<file path="config.mk">
export PLATFORM = sky130hd
export DESIGN_NAME = dac_i2s_tx
export DESIGN_NICKNAME = d
export VERILOG_FILES = /design/src/rtl/dac_i2s_tx.sv
export SDC_FILE = /design/constraint.sdc
export NUM_CORES = 1
export LEC_CHECK = 0
export CELL_PAD_IN_SITES_DETAIL_PLACEMENT = 0
export CELL_PAD_IN_SITES_GLOBAL_PLACEMENT = 1
export CORE_MARGIN = 1.5
export CORE_UTILIZATION = 47
export CTS_BUF_LIST = sky130_fd_sc_hd__clkbuf_4
export DETAILED_ROUTE_END_ITERATION = 10
export GPL_ROUTABILITY_DRIVEN = 0
export GPL_TIMING_DRIVEN = 0
export HOLD_SLACK_MARGIN = 0.02
export PLACE_DENSITY_LB_ADDON = 0.3
export SLEW_MARGIN = 20
export SYNTH_ARGS = -nofsm -noshare
export SYNTH_HDL_FRONTEND = slang
export SYNTH_SLANG_ARGS = --single-unit
</file>
<file path="constraint.sdc">
create_clock -name clk -period 2.3 [get_ports clk]
set_input_delay 0.345 -clock clk [delete_from_list [all_inputs] [get_ports clk]]
set_output_delay 0.345 -clock clk [all_outputs]
set_load 0.02 [all_outputs]
</file>
<file path="src/rtl/dac_i2s_tx.sv">
// rtl/dac_i2s_tx.sv - I2S transmitter for a stereo DAC with a one-pair holding register.
// Defining DAC_I2S_UNDERRUN_CNT_EN adds the saturating underrun_cnt output.
module dac_i2s_tx #(
  parameter int BCK_DIV = 8,
  parameter int WORD_W  = 24
) (
  input  logic              clk,
  input  logic              rst_n,
  input  logic              enable,
  input  logic [WORD_W-1:0] in_left,
  input  logic [WORD_W-1:0] in_right,
  input  logic              in_valid,
  output logic              in_ready,
  output logic              dac_bck,
  output logic              dac_lrck,
  output logic              dac_adata,
  output logic              underrun,
  output logic              frame_start
`ifdef DAC_I2S_UNDERRUN_CNT_EN
  ,
  output logic [15:0]       underrun_cnt
`endif
);

  typedef enum logic {IDLE, RUN} state_t;

  localparam logic [7:0] DIV_LAST = 8'(BCK_DIV - 1);
  localparam logic [5:0] LAST_DATA_SLOT = 6'(WORD_W);

  state_t            state;
  logic [7:0]        div_cnt;
  logic [5:0]        bit_cnt;
  logic              hold_full;
  logic [WORD_W-1:0] hold_l;
  logic [WORD_W-1:0] hold_r;
  logic [WORD_W-1:0] shift_l;
  logic [WORD_W-1:0] shift_r;

  logic       div_hit;
  logic       bck_fall;
  logic       frame_load;
  logic       capture;
  logic       data_slot;
  logic [5:0] next_bit;

  assign in_ready   = ~hold_full;
  assign capture    = in_valid && ~hold_full;
  assign div_hit    = (div_cnt == DIV_LAST);
  assign bck_fall   = (state == RUN) && div_hit && dac_bck;
  assign frame_load = bck_fall && (bit_cnt == 6'd63);
  assign next_bit   = bit_cnt + 6'd1;
  // Slot 0 of each half is the I2S one-BCK delay; data occupies slots 1..WORD_W.
  assign data_slot  = (next_bit[4:0] != 5'd0) && ({1'b0, next_bit[4:0]} <= LAST_DATA_SLOT);

  always_ff @(posedge clk or negedge rst_n) begin
    if (!rst_n) begin
      state       <= IDLE;
      div_cnt     <= 8'd0;
      bit_cnt     <= 6'd63;
      dac_bck     <= 1'b0;
      dac_lrck    <= 1'b0;
      dac_adata   <= 1'b0;
      hold_full   <= 1'b0;
      hold_l      <= '0;
      hold_r      <= '0;
      shift_l     <= '0;
      shift_r     <= '0;
      underrun    <= 1'b0;
      frame_start <= 1'b0;
    end else begin
      underrun    <= 1'b0;
      frame_start <= 1'b0;

      // Capture is only possible with the holding register empty, so it never
      // collides with the frame-load clear below.
      if (capture) begin
        hold_l    <= in_left;
        hold_r    <= in_right;
        hold_full <= 1'b1;
      end

      case (state)
        IDLE: begin
          div_cnt   <= 8'd0;
          bit_cnt   <= 6'd63;
          dac_bck   <= 1'b0;
          dac_lrck  <= 1'b0;
          dac_adata <= 1'b0;
          if (enable) begin
            state <= RUN;
          end
        end

        RUN: begin
          if (div_hit) begin
            div_cnt <= 8'd0;
            dac_bck <= ~dac_bck;
          end else begin
            div_cnt <= div_cnt + 8'd1;
          end

          if (frame_load && !enable) begin
            // Stop on the frame boundary; the holding register survives for the next run.
            state     <= IDLE;
            div_cnt   <= 8'd0;
            bit_cnt   <= 6'd63;
            dac_bck   <= 1'b0;
            dac_lrck  <= 1'b0;
            dac_adata <= 1'b0;
            shift_l   <= '0;
            shift_r   <= '0;
          end else if (frame_load) begin
            bit_cnt     <= 6'd0;
            dac_lrck    <= 1'b0;
            dac_adata   <= 1'b0;
            frame_start <= 1'b1;
            if (hold_full) begin
              shift_l   <= hold_l;
              shift_r   <= hold_r;
              hold_full <= 1'b0;
            end else begin
              shift_l  <= '0;
              shift_r  <= '0;
              underrun <= 1'b1;
            end
          end else if (bck_fall) begin
            bit_cnt  <= next_bit;
            dac_lrck <= next_bit[5];
            if (!data_slot) begin
              dac_adata <= 1'b0;
            end else if (next_bit[5]) begin
              dac_adata <= shift_r[WORD_W-1];
              shift_r   <= {shift_r[WORD_W-2:0], 1'b0};
            end else begin
              dac_adata <= shift_l[WORD_W-1];
              shift_l   <= {shift_l[WORD_W-2:0], 1'b0};
            end
          end
        end

        default: state <= IDLE;
      endcase
    end
  end

`ifdef DAC_I2S_UNDERRUN_CNT_EN
  always_ff @(posedge clk or negedge rst_n) begin
    if (!rst_n) begin
      underrun_cnt <= 16'd0;
    end else if (underrun && (underrun_cnt != 16'hFFFF)) begin
      underrun_cnt <= underrun_cnt + 16'd1;
    end
  end
`endif

endmodule

</file>
==> results of run 1 <==
-- through the flow --
stage | power (mW) | std cells | util | instance area, sq um | hold WS (ps)
finish | 7.80 | 670 | 0.585 | 6290 | 379
global route | 8.37 | 670 | 0.585 | 6290 | 392
CTS | 7.79 | 670 | 0.583 | 6260 | 380
detailed placement | 6.15 | 637 | 0.552 | 5930 | 359
global placement | 6.05 | 636 | 0.549 | 5900 | 473
floorplan | 5.36 | 439 | - | 5160 | 49.4
-- critical path, stage by stage, from the launching register on --
cell and delay (ps):
dfstp_2 580, ha_1 230, and4_1 290, nand4_2 200, buf_2 250, clkbuf_2 220
a32oi_1 210, a21oi_1 90
-- state kept, by name, summed over array words and instances, names as in the netlist --
register	cells
bit_cnt	6
dac_adata	1
dac_bck	1
dac_lrck	1
div_cnt	8
frame_start	1
hold_full	1
hold_l	24
hold_r	24
shift_l	24
shift_r	24
state	1
underrun	1
-- power breakdown --
group	switching, mW	leakage (nW)	total (mW)	internal, mW
Sequential	0.633	1.41	3.67	3.03
Combinational	1.30	1.07	2.50	1.19
Clock	0.736	0.170	1.64	0.900
Total	2.67	2.65	7.80	5.13
-- cell type report --
class / instances / area, sq um / share of cell area
buffer: 38 / 233 / 0.0370
clock buffer: 21 / 158 / 0.0251
clock inverter: 11 / 158 / 0.0251
inverter: 4 / 15.0 / 0.00239
multi-input combinational: 279 / 2000 / 0.318
sequential: 117 / 2940 / 0.467
tap: 140 / 175 / 0.0278
timing repair buffer: 60 / 617 / 0.0981
-- final timing paths --
check                             from         end  cells after the start
min reg2reg                 div_cnt[0]  div_cnt[0]                      1
max                         bit_cnt[0]  shift_r[8]                      7
max reg2reg                 bit_cnt[0]  shift_r[8]                      7
min                              rst_n  shift_r[9]                      2
min in group clk           in_left[14]  hold_l[14]                      2
max in group asynchronous        rst_n  hold_r[23]                      3
-- metal layers --
layer,vias to the layer above,track usage
met5,-,0
met4,0,0.0771
met3,12,0.0515
met2,129,0.315
met1,1981,0.302
li1,1827,-
-- cells by family after synthesis --
family	Yosys count	synth area share
AOI/OAI and AO/OA	160	0.194
xor gates and xnor gates	7	0.0119
adders and majority gates	2	0.00485
buffers and inverters	43	0.0471
DFF	117	0.569
muxes	51	0.111
and+or+nand+nor	59	0.0624
-- cell usage in the layout, fill, tap and decap left out, drive strengths merged, types with 2 or more instances in the layout --
master / synthesis / layout
a21oi: 96 / 96
a31oi: 2 / 2
a32o: 2 / 2
a32oi: 46 / 46
and2: 6 / 6
and3: 5 / 5
and4: 2 / 2
buf: 26 / 27
bufinv: 0 / 4
clkbuf: 13 / 35
clkdlybuf4s50: 0 / 56
clkinv: 0 / 6
dfrtp: 111 / 111
dfstp: 6 / 6
ha: 2 / 2
inv: 4 / 4
mux2: 49 / 49
mux2i: 2 / 2
nand2: 14 / 14
nand3: 10 / 10
nand4: 4 / 4
nor2: 10 / 10
nor3: 3 / 3
nor4: 2 / 2
o211ai: 3 / 3
o21ai: 9 / 9
xnor2: 2 / 2
xor2: 5 / 5
-- repair_timing --
item / 4_1_cts / 5_1_grt
gates resized for setup: 1 / 8
hold endpoints to repair: 55 / 0
buffers inserted: 0 / 1
pin swaps: 0 / 0
hold buffers: 1 / 0
setup endpoints to repair: 30 / 34
==> run summary, run 1 <==
Post-DP HPWL: 7580 um
Result of the run: finished clean
Arr. time, crit path: 2570 ps
Final ANT Viol Nets: 0
Synth cell types: 35
Global-route wire length before repair: 18900 um
CP endpoint kind: register
Finish-stage setup viols: 0
DIE HEIGHT: 108 um
DR iter-0 viols: 254
CP Class: reg -> reg
P&R area growth vs syn: 22.0%
Crit-path max FO: 10
Mean Syn Cell Area: 11.7 sq um
Cells after Synth: 439
Die area: 0.0116 sq mm
DR WL met2: 5240 um
Layout cells sized above 1: 0.223
Vias in the first global route: 3765
Post-synth EDFFs: 0
PD cells: 1240 mW/mm^2
Wire length per cell: 16.8 um
Yosys top cell by area: dfrtp_1
MaxCap Viol Count: 0
Worst-path clk slew: 100 ps
Fmax: 460 MHz
# nets final: 571
Synthesis-stage register bit count: 117
Via Count: 3949
Sum Neg Setup Slack: 0 ps
CP startpoint kind: register
Row count: 38
Hold crit path type: in -> async
Unrepaired setup endpoints after global routing: yes
TritonCTS clock tree: yes
Fin crit period: 2180 ps
Clk sinks: 117
Part of the cycle the worst path needs: 0.946
Layout fillers: 923
Root buffer cell: clkbuf_4
Gr ovfl total: 0
Req. time, crit path: 2700 ps
Antenna diode count: 0
Post-synth ARST share: 1.00
Die span in x: 108 um
Ys flop type: dfrtp_1
H-tree Lvls: 4
Final Slew Violations: 0
Pre-CTS setup slack: -232 ps
Metal-1 WL: 5140 um
Fin. Hold Viols: 0
Synthesized area: 0.00516 sq mm
Final setup skew: 16.1 ps
Area contributors post-synth: dfrtp_1 54%, mux2_2 11%, a21oi_1 9.3%
Met3 Wirelength: 722 um
Max VDD drop: 0.720 mV
Flop-to-flop setup slack: 120 ps
Leakage power: 2.65 nW
Worst-Margin Slew: 672 ps
Worst-Skew Late Latency: 510 ps
Post-synth net total: 493
Core ar.: 0.0107 sq mm
Ports: 58
Total number of yosys warnings: 0
Most frequent cell after synthesis: dfrtp_1
Initial antenna violation count: 0
Commonest cells in the netlist: 111 x dfrtp_1, 96 x a21oi_1, 49 x mux2_2
Top cell type's share of synthesized area: 0.539
Uppermost routed layer: met4
Final wirelength: 11200 um
Final WS setup: 125 ps
PortBufs: 57
Sequential area share after synthesis: 0.569
Clk buf depth: 2
CTS buffer count: 17
First drt pass iteration count: 5
Vias per cell: 5.89
Largest net degree at the start of global routing: 63
Rel. slew slack: 0.549
Total GRT Usage: 0.212
Initial core utilization: 0.480
Residual DRC count: 0
No activity file was read; power rests on OpenSTA's default activity.
==> run 2, diff against run 1 <==
Settings changed: HOLD_SLACK_MARGIN 0.02 to 0.05.
==> results of run 2 <==
Final layout, timing and power as in run 1 (identical DEF).
==> run 3, diff against run 2 <==
==> constraint.sdc (replaced) <==
create_clock -name clk -period 2.3 [get_ports clk]
set_input_delay 0.575 -clock clk [delete_from_list [all_inputs] [get_ports clk]]
set_output_delay 0.575 -clock clk [all_outputs]
set_load 0.02 [all_outputs]
==> run 3 against run 2 <==
Effect of this change:
- via count fell by 0.96%
- power shrank 0.19%
- sequential power is essentially flat
- combinational power is essentially flat
- die area did not move
- hold slack improved by 110 ps
- critical path type is now reg -> out
==> run summary, run 3 (same netlist as run 1, synthesis figures left out) <==
Result of the run: finished clean
Largest delay contributor family on the critical path: buffers and inverters
Rel. slew slack: 0.575 (+0.0261)
Part of the cycle the worst path needs: 0.954 (+0.00805)
# nets final: 571 (unchanged)
Vias in the first global route: 3765 (unchanged)
Largest net degree at the start of global routing: 63 (unchanged)
Unrepaired setup endpoints after global routing: yes
Leakage power: 2.67 nW (+0.79%)
TritonCTS clock tree: yes
Most frequent cells in the layout: 111 x dfrtp_1, 96 x a21oi_1, 55 x clkdlybuf4s50_1, 49 x mux2_2, 46 x a32oi_1
Gr ovfl total: 0 (unchanged)
Worst path cell trace: clkdlybuf4s50_1
Global-route wire length before repair: 18900 um (unchanged)
Wire length per cell: 16.6 um (-0.68%)
Via Count: 3911 (-0.96%)
Clk buf depth: 2 (unchanged)
Root buffer cell: clkbuf_4
Antenna diode count: 0 (unchanged)
Layout cells sized above 1: 0.225 (+0.00189)
Sum Neg Setup Slack: 0 ps (unchanged)
Final setup skew: 17.2 ps (+1.15 ps)
Crit-path max FO: 7 (-3)
Ports: 58 (unchanged)
Cell Area, Placed: 0.00593 sq mm (unchanged)
Worst-Skew Late Latency: 500 ps (about the same)
Switching Fraction: 0.341 (-0.00127)
Max VDD drop: 0.718 mV (-0.17%)
Req. time, crit path: 1730 ps (-970 ps)
Initial core utilization: 0.480 (unchanged)
Logic pwr share: 0.320 (about the same)
DR iter-0 viols: 253 (-0.39%)
Pre-CTS setup slack: -462 ps (-230 ps)
CTS buffer count: 17 (unchanged)
Final wirelength: 11200 um (-0.68%)
Post-DP HPWL: 7580 um (unchanged)
CP max stage cell: clkdlybuf4s50_1
PortBufs: 57 (unchanged)
Final ANT Viol Nets: 0 (unchanged)
Fin. Hold Viols: 0 (unchanged)
CP endpoint kind: primary output
Placed insts: 637 (unchanged)
PD cells: 1240 mW/mm^2 (-0.25%)
Fin crit period: 2190 ps (+18.5 ps)
Row count: 38 (unchanged)
Slowest stage delay, CP: 650 ps (+70 ps)
Clock power share: 0.209 (about the same)
Final Slew Violations: 0 (unchanged)
Power Total: 7.78 mW (-0.19%)
Worst-Margin Slew: 633 ps (-38.8 ps)
Die area: 0.0116 sq mm (unchanged)
Hold crit path type: reg -> reg
Vias per cell: 5.84 (-0.96%)
Switch Pwr: 2.66 mW (-0.56%)
Final WS setup: 106 ps (-18.5 ps)
Worst-path clk slew: 90 ps (about the same)
First drt pass iteration count: 7 (+2)
Fin area: 0.00629 sq mm (about the same)
P&R area growth vs syn: 22.1% (about the same)
Residual DRC count: 0 (unchanged)
Finish-stage setup viols: 0 (unchanged)
Final Non-Filler Cells: 670 (unchanged)
H-tree Lvls: 4 (unchanged)
CP Class: reg -> out
MaxCap Viol Count: 0 (unchanged)
Total GRT Usage: 0.212 (unchanged)
Flop pwr share: 0.471 (about the same)
Commonest non-fill, non-tap cell in the layout: dfrtp_1
Die span in x: 108 um (unchanged)
Clk sinks: 117 (unchanged)
P_int: 5.13 mW (about the same)
Fmax: 456 MHz (-0.84%)
CP startpoint kind: register
Core ar.: 0.0107 sq mm (unchanged)
DIE HEIGHT: 108 um (unchanged)
Arr. time, crit path: 1620 ps (-950 ps)
Initial antenna violation count: 0 (unchanged)
Buf+Inv Stages, Crit Path: 1 (-1)
## run 3: cell types whose count changed in the layout (fill, tap and decap cells not counted), sizes merged
cell | before | now
buf | 27 | 26
dlymetal6s2s | 0 | 1
clkbuf | 35 | 36
clkdlybuf4s50 | 56 | 55
## run 3: power by group through the flow
stage / registers, mW / clock network (mW) / logic, mW
6_report: 3.66 / 1.63 / 2.49
5_1_grt: 3.79 / 1.79 / 2.80
4_1_cts: 3.65 / 1.67 / 2.47
3_5_place_dp: 3.69 / 0 / 2.45
3_3_place_gp: 3.67 / 0 / 2.38
2_1_floorplan: 3.50 / 0 / 1.86
## run 3: cell type report
class | instances | area [sq um]
Clock buffer | 21 | 158
Clock inverter | 11 | 158
Multi-Input combinational cell | 279 | 2000
Buffer | 38 | 234
Tap cell | 140 | 175
Inverter | 4 | 15.0
Timing Repair Buffer | 60 | 619
Sequential cell | 117 | 2940
Fill cell | 925 | 4450
## run 3: per-layer routing
layer  GRT usage  part of all wire  up-vias
li1            -                 -     1826
met1       0.302              0.46     1960
met2       0.315              0.47      119
met3      0.0515             0.065        6
met4      0.0771            0.0069        0
met5           0                 0        -
## run 3: timing repair
action | 4_1_cts | 5_1_grt
endpoints found under the hold margin | 18 | 0
gates resized for setup | 1 | 10
cloned | 0 | 0
hold buffers | 1 | 0
buffers inserted | 0 | 1
endpoints found under the setup margin | 30 | 44
## run 3: path summary, 6_finish.rpt
check	from	endpoint	slack (ps)	depth (start not counted)
setup / recovery	dac_bck	dac_bck	110	1
hold / removal	div_cnt[0]	div_cnt[0]	490	1
setup reg to reg	bit_cnt[0]	shift_r[8]	130	7
hold reg to reg	div_cnt[0]	div_cnt[0]	490	1
max in group asynchronous	rst_n	hold_r[23]	1030	3
min in group asynchronous	rst_n	hold_r[12]	620	2
## run 3: stage by stage
stage / util / hold WS, ps
finish: 0.586 / 488
global route: 0.586 / 540
CTS: 0.583 / 491
detailed placement: 0.552 / 478
global placement: 0.549 / 473
floorplan: - / 279
==> RTL edit (settings of run 2) <==
The option `DAC_I2S_UNDERRUN_CNT_EN` is turned on by a define.
--- a/src/rtl/dac_i2s_tx.sv
+++ b/src/rtl/dac_i2s_tx.sv
@@ -1,5 +1,7 @@
 // rtl/dac_i2s_tx.sv - I2S transmitter for a stereo DAC with a one-pair holding register.
 // Defining DAC_I2S_UNDERRUN_CNT_EN adds the saturating underrun_cnt output.
+`define DAC_I2S_UNDERRUN_CNT_EN
+
 module dac_i2s_tx #(
   parameter int BCK_DIV = 8,
   parameter int WORD_W  = 24
Behaviour (old outputs only; new: underrun_cnt): unchanged (Yosys induction, for registers that start in step).
==> RTL edit against run 2 <==
- worst setup slack got worse by 0.059 ns
- total power rose by 0.76%
- sequential cell count rose by 16
- cell area rose by 22%
- highest routed layer unchanged
- area after synthesis rose by 22%
- critical endpoint is now shift_r[5]
- routed wire length rose by 17%
- largest cell class unchanged
- count of clock-buffer cells in the layout fell by 1
- hold slack got worse by 0.081 ns
- core utilization fell by 0.26 points
==> RTL edit: results (changes against run 2) <==
- First-pass DRT Iterations: 4 (-1)
- DRT iter0 DRCs: 326 (+28%)
- Met2 track demand over resource: 31.4% (-0.17 points)
- Synth top cells by count: 127 x dfrtp_1, 78 x mux2_2, 46 x a31oi_1
- Global Route met3 Usage: 4.68% (-0.46 points)
- NumNets Final: 676 (+18%)
- Latest clock arrival within the worst-skew pair: 0.54 ns (+0.03 ns)
- Met1 Wirelength: 6050 µm (+18%)
- Endpoint type of the worst setup path: flop
- Clk_skew: 0.0242 ns (+0.00810 ns)
- Mean Syn Cell Area: 12.0 µm² (+2.5%)
- Drt wl/cell: 16.2 µm (-3.4%)
- Total track usage: 20.0% (-1.2 points)
- Layout cells sized above 1: 24.7% (+2.4 points)
- Largest net degree at the start of global routing: 84 (+33%)
- Crit-path max FO: 10 (unchanged)
- Port Buffers: 73 (+28%)
- DR vias: 4484 (+14%)
- Post-CTS resize count: 14 (+13)
- Grt met1 use: 27.6% (-2.6 points)
- Static Leak: 0.00332 µW (+25%)
- Worst setup margin: 0.0656 ns (-0.0591 ns)
- Synth area leaders: dfrtp_1 50%, mux2_2 14%, a31oi_1 4.6%, nand4_1 2.9%, and3_1 2.8%
- Distinct cells, synth: 45 (+29%)
- Met2 WL post-DR: 6310 µm (+20%)
- Vias/cell: 5.55 (-5.8%)
- Reg2reg end: shift_r[5]
- Slew Limit Fails: 0 (unchanged)
- Max_slew headroom: 53.0% (-1.9 points)
- WHS: 0.298 ns (-0.0814 ns)
- Post-CTS Setup Inserts: 0 (unchanged)
- WP data arrival: 2.65 ns (+0.08 ns)
- Seq/Total Area, Yosys: 53.0% (-4.0 points)
- IR drop worst, VDD: 0.461 mV (-36%)
- Run status: finished clean
- Number of global-route vias before repair: 4514 (+20%)
- Filler cells: 1144 (+24%)
- DP Worst Slack: -0.312 ns (-0.0799 ns)
- Clock root buffer: clkbuf_4
- First-pass GRT wire length: 22500 µm (+19%)
- Area after DPL: 7280 µm² (+23%)
- Placed insts: 773 (+21%)
- Post-DP HPWL: 9040 µm (+19%)
- Metal3 WL: 593 µm (-18%)
- Syn_nets: 578 (+17%)
RTL edit: cell type report:
cell class	count	area (µm²)	area share [%]
flip-flops and latches	133	3340	43.6
clock buffers	20	150	1.96
multi-input cells	342	2730	35.7
repair buffers	79	798	10.4
plain buffers	40	255	3.33
inverters	8	30.0	0.392
well taps	176	220	2.88
clock inverters	10	134	1.75
RTL edit: cell families after synthesis:
logic type / count (synthesis) / synth area share [%]
DFF: 133 / 53.0
xor gates and xnor gates: 19 / 2.64
and+or+nand+nor: 148 / 13.8
AOI/OAI and AO/OA: 73 / 8.09
buffers and inverters: 48 / 3.91
muxes: 99 / 18.0
adders and majority gates: 3 / 0.596
RTL edit: power by group:
part	leakage, µW	switching, µW	internal, µW
registers	0.00165	587	3300
logic	0.00151	1050	1320
clock network	0.000154	826	772
total	0.00332	2460	5390
RTL edit: critical path: stages (launching register included):
cell	delay, ns
dfstp_2	0.60
ha_4	0.17
and4_4	0.24
and4_4	0.25
buf_8	0.14
buf_12	0.14
mux2_1	0.33
mux2_4	0.26
